$ cat src/rtl/select_in_if.sv
// Handshake bundle for select_in: index load, upstream enqueue and per-channel
// dequeue/head signals.
interface select_in_if #(
  parameter int unsigned funnelWidth = 8,
  parameter int unsigned width       = 16
);
  logic                         select_ena;
  logic [31:0]                  select_v;
  logic                         select_rdy;
  logic                         enq_ena;
  logic [width-1:0]             enq_v;
  logic                         enq_rdy;
  logic [funnelWidth*width-1:0] out_first;
  logic [funnelWidth-1:0]       out_first_rdy;
  logic [funnelWidth-1:0]       out_deq_ena;
  logic [funnelWidth-1:0]       out_deq_rdy;
  logic                         busy;

  modport master (
    output select_ena, select_v, enq_ena, enq_v, out_deq_ena,
    input  select_rdy, enq_rdy, out_first, out_first_rdy, out_deq_rdy, busy
  );

  modport slave (
    input  select_ena, select_v, enq_ena, enq_v, out_deq_ena,
    output select_rdy, enq_rdy, out_first, out_first_rdy, out_deq_rdy, busy
  );
endinterface

$ cat src/rtl/select_in.sv
// Single-input funnel: routes each upstream item to the channel chosen by a
// loadable index; every channel holds one item in its own one-entry buffer.
module select_in #(
  parameter int unsigned funnelWidth = 8,
  parameter int unsigned width       = 16
) (
  input  logic        CLK,
  input  logic        nRST,
  select_in_if.slave  bus
);
  localparam int unsigned IDX_W   = 4;
  localparam int unsigned NCH_MAX = 16;
  localparam int unsigned CMP_W   = IDX_W + 1;

  logic [IDX_W-1:0]       index_q;
  logic [funnelWidth-1:0] full_q;
  logic [width-1:0]       data_q [funnelWidth];

  logic [NCH_MAX-1:0] full_pad_c;
  logic [NCH_MAX-1:0] deq_pad_c;
  logic               idx_ok_c;
  logic               enq_rdy_c;
  logic               enq_fire_c;
  logic               unused_select_hi;

  // Pad per-channel vectors to the full 4-bit index range so an out-of-range
  // index never selects past the end.
  always_comb begin
    full_pad_c = NCH_MAX'(full_q);
    deq_pad_c  = NCH_MAX'(bus.out_deq_ena);
    idx_ok_c   = CMP_W'(index_q) < CMP_W'(funnelWidth);
    enq_rdy_c  = idx_ok_c && (!full_pad_c[index_q] || deq_pad_c[index_q]);
    enq_fire_c = bus.enq_ena && enq_rdy_c;
  end

  assign unused_select_hi = ^bus.select_v[31:IDX_W];

  // Index register; a same-cycle enqueue still routes by the old value.
  always_ff @(posedge CLK) begin
    if (!nRST) begin
      index_q <= '0;
    end else if (bus.select_ena) begin
      index_q <= bus.select_v[IDX_W-1:0];
    end
  end

  // Per-channel buffers; refill wins over dequeue so a simultaneous
  // deq+enq keeps the channel full with the new item.
  always_ff @(posedge CLK) begin
    if (!nRST) begin
      full_q <= '0;
      for (int i = 0; i < int'(funnelWidth); i++) begin
        data_q[i] <= '0;
      end
    end else begin
      for (int i = 0; i < int'(funnelWidth); i++) begin
        if (enq_fire_c && (index_q == IDX_W'(i))) begin
          data_q[i] <= bus.enq_v;
          full_q[i] <= 1'b1;
        end else if (bus.out_deq_ena[i]) begin
          full_q[i] <= 1'b0;
        end
      end
    end
  end

  for (genvar g = 0; g < int'(funnelWidth); g++) begin : g_head
    assign bus.out_first[g*width +: width] = data_q[g];
  end

  assign bus.select_rdy    = 1'b1;
  assign bus.enq_rdy       = enq_rdy_c;
  assign bus.out_first_rdy = full_q;
  assign bus.out_deq_rdy   = full_q;
  assign bus.busy          = |full_q;
endmodule

$ cat src/flat_wrapper.sv
// flat-port wrapper written by rule: the top's interface ports become plain ports
module select_in_flat 
#(
  parameter int unsigned funnelWidth = 8,
  parameter int unsigned width       = 16
)
  (CLK, nRST, bus_select_ena, bus_select_v, bus_enq_ena, bus_enq_v, bus_out_deq_ena, bus_select_rdy, bus_enq_rdy, bus_out_first, bus_out_first_rdy, bus_out_deq_rdy, bus_busy);
  select_in_if #(.funnelWidth(funnelWidth), .width(width)) bus_i ();
  input  logic CLK;
  input  logic nRST;
  input wire logic [$bits(bus_i.select_ena)-1:0] bus_select_ena;
  input wire logic [$bits(bus_i.select_v)-1:0] bus_select_v;
  input wire logic [$bits(bus_i.enq_ena)-1:0] bus_enq_ena;
  input wire logic [$bits(bus_i.enq_v)-1:0] bus_enq_v;
  input wire logic [$bits(bus_i.out_deq_ena)-1:0] bus_out_deq_ena;
  output wire logic [$bits(bus_i.select_rdy)-1:0] bus_select_rdy;
  output wire logic [$bits(bus_i.enq_rdy)-1:0] bus_enq_rdy;
  output wire logic [$bits(bus_i.out_first)-1:0] bus_out_first;
  output wire logic [$bits(bus_i.out_first_rdy)-1:0] bus_out_first_rdy;
  output wire logic [$bits(bus_i.out_deq_rdy)-1:0] bus_out_deq_rdy;
  output wire logic [$bits(bus_i.busy)-1:0] bus_busy;
  assign bus_i.select_ena = bus_select_ena;
  assign bus_i.select_v = bus_select_v;
  assign bus_i.enq_ena = bus_enq_ena;
  assign bus_i.enq_v = bus_enq_v;
  assign bus_i.out_deq_ena = bus_out_deq_ena;
  assign bus_select_rdy = bus_i.select_rdy;
  assign bus_enq_rdy = bus_i.enq_rdy;
  assign bus_out_first = bus_i.out_first;
  assign bus_out_first_rdy = bus_i.out_first_rdy;
  assign bus_out_deq_rdy = bus_i.out_deq_rdy;
  assign bus_busy = bus_i.busy;
  select_in #(.funnelWidth(funnelWidth), .width(width)) u_core (.CLK(CLK), .nRST(nRST), .bus(bus_i));
endmodule
$ cat config.mk
export PLATFORM = sky130hd
export DESIGN_NAME = select_in_flat
export DESIGN_NICKNAME = d
export VERILOG_FILES = /design/src/rtl/select_in_if.sv /design/src/rtl/select_in.sv /design/src/flat_wrapper.sv
export SDC_FILE = /design/constraint.sdc
export NUM_CORES = 1
export LEC_CHECK = 0
export CAP_MARGIN = 40
export CORE_ASPECT_RATIO = 0.6
export CORE_MARGIN = 2
export CORE_UTILIZATION = 25
export DETAILED_ROUTE_END_ITERATION = 12
export SLEW_MARGIN = 25
export SYNTH_ARGS = -nofsm -noshare
export SYNTH_HDL_FRONTEND = slang
export SYNTH_SLANG_ARGS = --single-unit
$ cat constraint.sdc
create_clock -name CLK -period 5.92 [get_ports CLK]
set_input_delay 1.184 -clock CLK [delete_from_list [all_inputs] [get_ports CLK]]
set_output_delay 1.184 -clock CLK [all_outputs]
set_load 0.01 [all_outputs]
# Word level (Yosys, flattened, before mapping)
# Memory sizes are Yosys's and may differ from the RTL's.
# Index checks and enable logic that the tools add are counted.
# word_totals
out_inout_bits	147
mem_bits_rw	128
input_bits	60
ff_bits	12
mem_count	1
elab_cells	102
# memory_table
memory	depth	word_bits	read_ports	rd_ports_with_merged_regs	wr	line	source
u_core.data_q	8	16	8	0	8	select_in.sv:17	logic [width-1:0] data_q [funnelWidth];
# op_classes
mux	53
eq_ne	7
n_reduce_logical	22
order_cmp	2
n_bitwise	8
# op_table
op	n
2-to-1 mux 16 bit	8
2-to-1 mux 1 bit	43
equality test 4 x 3 -> 1 bit (second input constant)	4
nonzero test 2 bit	8
logical AND 1 bit	10
binary-select mux 1 bit (select 4 bit)	2
equality test 4 x 2 -> 1 bit (second input constant)	2
bitwise OR 1 bit	8
OR reduction 8 bit	1
< comparator 4 x 5 -> 1 bit (second input constant)	1
equality test 4 x 1 -> 1 bit (second input constant)	1
zero test 4 bit	1
< comparator 4 bit (second input constant)	1
zero test 1 bit	1
logical OR 1 bit	1

# Depth between registers and ports, before layout
# depth
ltp_word	11
depth_mapped	5

# Worst setup path before layout
# OpenSTA, ideal clock, no wires.
# synth_path
path_kind	input to register
startpoint	in bus_out_deq_ena[7]
endpoint	mem u_core.data_q[6][0] (netlist: u_core.data_q[1][32]) (enable)
stages	3
path_buffers	0
setup_ns	0.414
t_arrival_ns	3.066
slack_ns	2.440
required_time_ns	5.506
cell_sequence	nor2b_1 mux4_2 o31ai_1
# synth_lines
item	line	source
start, declared	flat_wrapper.sv:15	input wire logic [$bits(bus_i.out_deq_ena)-1:0] bus_out_deq_ena;
end, declared	select_in.sv:17	

# Final worst setup path
# layout_path
startpoint	in bus_out_deq_ena[3]
endpoint	out bus_enq_rdy
# layout_via
elab_chain_len	4
# layout_lines
item	line	source
binary-select mux 1 bit (select 4 bit)	select_in.sv:32	enq_rdy_c = idx_ok_c && (!full_pad_c[index_q] || deq_pad_c[index_q]);
2-to-1 mux 1 bit (not written as such)	select_in.sv:32	
logical OR 1 bit	select_in.sv:32	
logical AND 1 bit	select_in.sv:32	
end, declared	flat_wrapper.sv:17	output wire logic [$bits(bus_i.enq_rdy)-1:0] bus_enq_rdy;
# No other way between the ends. The select of a mux whose other input is x is not followed.

==> results.cfg <==
[route]
ant_nets = 0
wl_per_cell_um = 18.7
route.detailed.drc = 0
routed_wl_mm = 15.7
detail_route.first_pass.iterations = 5
vias = 3655
viasPerCell = 4.36
first_iter_violations = 234

[clock_tree]
h-tree-depth = 4
ctsHoldBuffers = 0
clk_latency_ps = 410
clk_path_buf_depth = 2
cts_buffers = 17
cts_tree = yes
cts.repair.resized = 0
cts_setup_buffers = 0
clkSlewWorstSetupHoldPaths_ps = 60
cts_sinks = 140
cts-root-buf = clkbuf_16

[outcome]
status = finished, final reports clean

[floorplan]
die_w_um = 191
dieArea_mm2 = 0.0222
coreArea_mm2 = 0.0208
start_util_pct = 25.2
ios = 207
die_h_um = 116
num_rows = 41

[layout]
syn_to_final_growth_pct = 49.9
fill_cells = 2002
layout.cells.non_filler = 838
multiInputGateArea_mm2 = 0.00104
nets = 607
drive_gt1_share_pct = 7.16
regArea_mm2 = 0.00408
antenna_cells = 0

[pwr]
p_per_area_mw_per_mm2 = 308
peakVddDrop_mv = 0.185
p_leak_nw = 2.72

[timing]
fin_tns_setup_ps = 0
slew_headroom_pct = 51.3
fin_crit_ps = 4340
finalHoldViolCount = 0
setup-violations-final = 0
grt_setup_unrepaired = no
fin_skew_ps = 9.57
fmax_mhz = 230
worst_pin_slew_ps = 728
slew_violations = 0
fin_crit_sh_pct = 73.4

[critical_path]
cpMaxStageDelayCell = mux4_2
critPathMaxFanout = 13
cp_cell_sequence = clkdlybuf4s50_1, nor2b_1, mux4_2, o22ai_1, clkdlybuf4s50_1
crit_family = buffers and inverters
start_kind = input port
crit_top_cell = clkdlybuf4s50_1
crit_arrival_ps = 3160
critPathCaptureType = output pin
cp_slowest_stage_delay_ps = 630
path_class = in2out
path_buf_inv = 2
required_ps = 4740

[place]
place.port_buffers = 177
place_inst = 806
routabilityCongestion = 0.783
hpwl_mm = 11.6

[logic_synthesis]
syn_inst = 371
synth_nets = 431
syn_avg_cell_area_um2 = 14.2
syn_area_mm2 = 0.00525
seq_area_frac_synth_pct = 77.8
yosys_warnings = 0
ys_types = 22
ys_seq_elements = 140

[worst_hold_path]
hp-class = reg2reg

[global_routing]
grt_pass1_vias = 3490
antenna_found_initial = 0
overflow = 0
track_usage_pct = 14.2
grt_max_degree = 41
grt_pass1_wl_mm = 22.3

[job]
cap_violations = 0
[power by group]
| part | total, mW | leakage [nW] | internal, mW | switching, mW |
|---|---|---|---|---|
| clock | 1.01 | 0.264 | 0.610 | 0.404 |
| sequential | 1.16 | 1.41 | 1.14 | 0.0223 |
| combinational | 0.255 | 1.04 | 0.125 | 0.130 |
[registers in the layout, indices dropped and copies added, names as in the netlist]
| register | flops |
|---|---|
| u_core.bus.out_deq_rdy | 8 |
| u_core.data_q | 128 |
| u_core.index_q | 4 |
[layout by cell type, fill, tap and decap left out, types with 3 or more instances in the layout]
master           instances
nor3_1                  12
clkinv_1                 4
nand2b_1                 7
a21boi_0                 6
and2_1                  13
clkinv_2                 3
mux2i_1                  4
nor2b_1                 15
buf_4                    5
dfxtp_1                 12
edfxtp_1               128
clkbuf_16               17
inv_1                    4
nand4_1                  6
nand3_1                 12
nor2_1                  86
nand2_1                 27
clkinvlp_4               3
clkdlybuf4s50_1        177
[synthesized netlist by cell type (all sizes together)]
cell type / count / area [um^2]
nand2b: 7 / 43.8
clkbuf: 12 / 45.0
and2: 13 / 81.3
nor3: 12 / 60.1
edfxtp: 128 / 3840
dfxtp: 12 / 240
o31ai: 6 / 45.0
conb: 1 / 3.75
inv: 4 / 15.0
o22ai: 1 / 6.26
nor2: 86 / 323
mux2i: 4 / 40.0
nand4: 6 / 37.5
mux4: 2 / 45.0
nand2: 27 / 101
buf: 15 / 110
nand3: 12 / 60.1
nor2b: 15 / 93.8
nor4: 2 / 12.5
a21boi: 6 / 45.0
[metrics by stage]
step	util [%]	area, um^2	worst slack, ps	power (mW)	hold WS, ps
6_report	37.8	7870	1580	2.43	555
5_1_grt	37.8	7870	1520	2.51	582
4_1_cts	37.8	7860	1580	2.45	552
3_5_place_dp	35.1	7310	1590	1.44	543
3_3_place_gp	35.0	7290	1600	1.43	540
2_1_floorplan	-	5250	2440	1.27	517
[per-layer routing]
metal | vias up | track usage, % | wire length [um]
met2 | 166 | 20.7 | 6820
li1 | 1656 | - | -
met3 | 9 | 4.54 | 1350
met5 | - | 0 | 0
met4 | 0 | 4.31 | 133
met1 | 1824 | 20.1 | 7410
[area by class of cell]
type	count	share of cell area, %
flip-flops and latches	140	51.9
clock inverters	14	1.65
clock buffers	17	5.40
well taps	279	4.43
multi-input cells	200	13.2
inverters	4	0.191
repair buffers	184	23.3
[kinds of logic (layout without fill, tap and decap cells)]
family / Yosys count / in the layout / synth area share (%)
and+or+nand+nor: 180 / 180 / 15.5
DFF: 140 / 140 / 77.8
buffers and inverters: 31 / 219 / 3.24
AOI/OAI and AO/OA: 13 / 13 / 1.83
muxes: 6 / 6 / 1.62
other: 1 / 1 / 0.0714
[path summary, 6_finish.rpt]
| check | endpoint | cells past startpoint | slack [ps] | startpoint |
|---|---|---|---|---|
| worst max-delay path | bus_enq_rdy | 5 | 1580 | bus_out_deq_ena[3] |
| worst min-delay path | u_core.index_q[3] | 2 | 550 | u_core.index_q[3] |
| worst max register to register | u_core.data_q[1][29] | 3 | 3470 | u_core.index_q[0] |
| worst min register to register | u_core.index_q[3] | 2 | 550 | u_core.index_q[3] |
[worst register-to-register path, delay by kind of cell, from the launching register on]
| kind | cells | cell delay, ps |
|---|---|---|
| AND/OR/NAND/NOR | 3 | 1520 |
| flip-flops | 1 | 560 |
(Power assumes the default switching activity.)
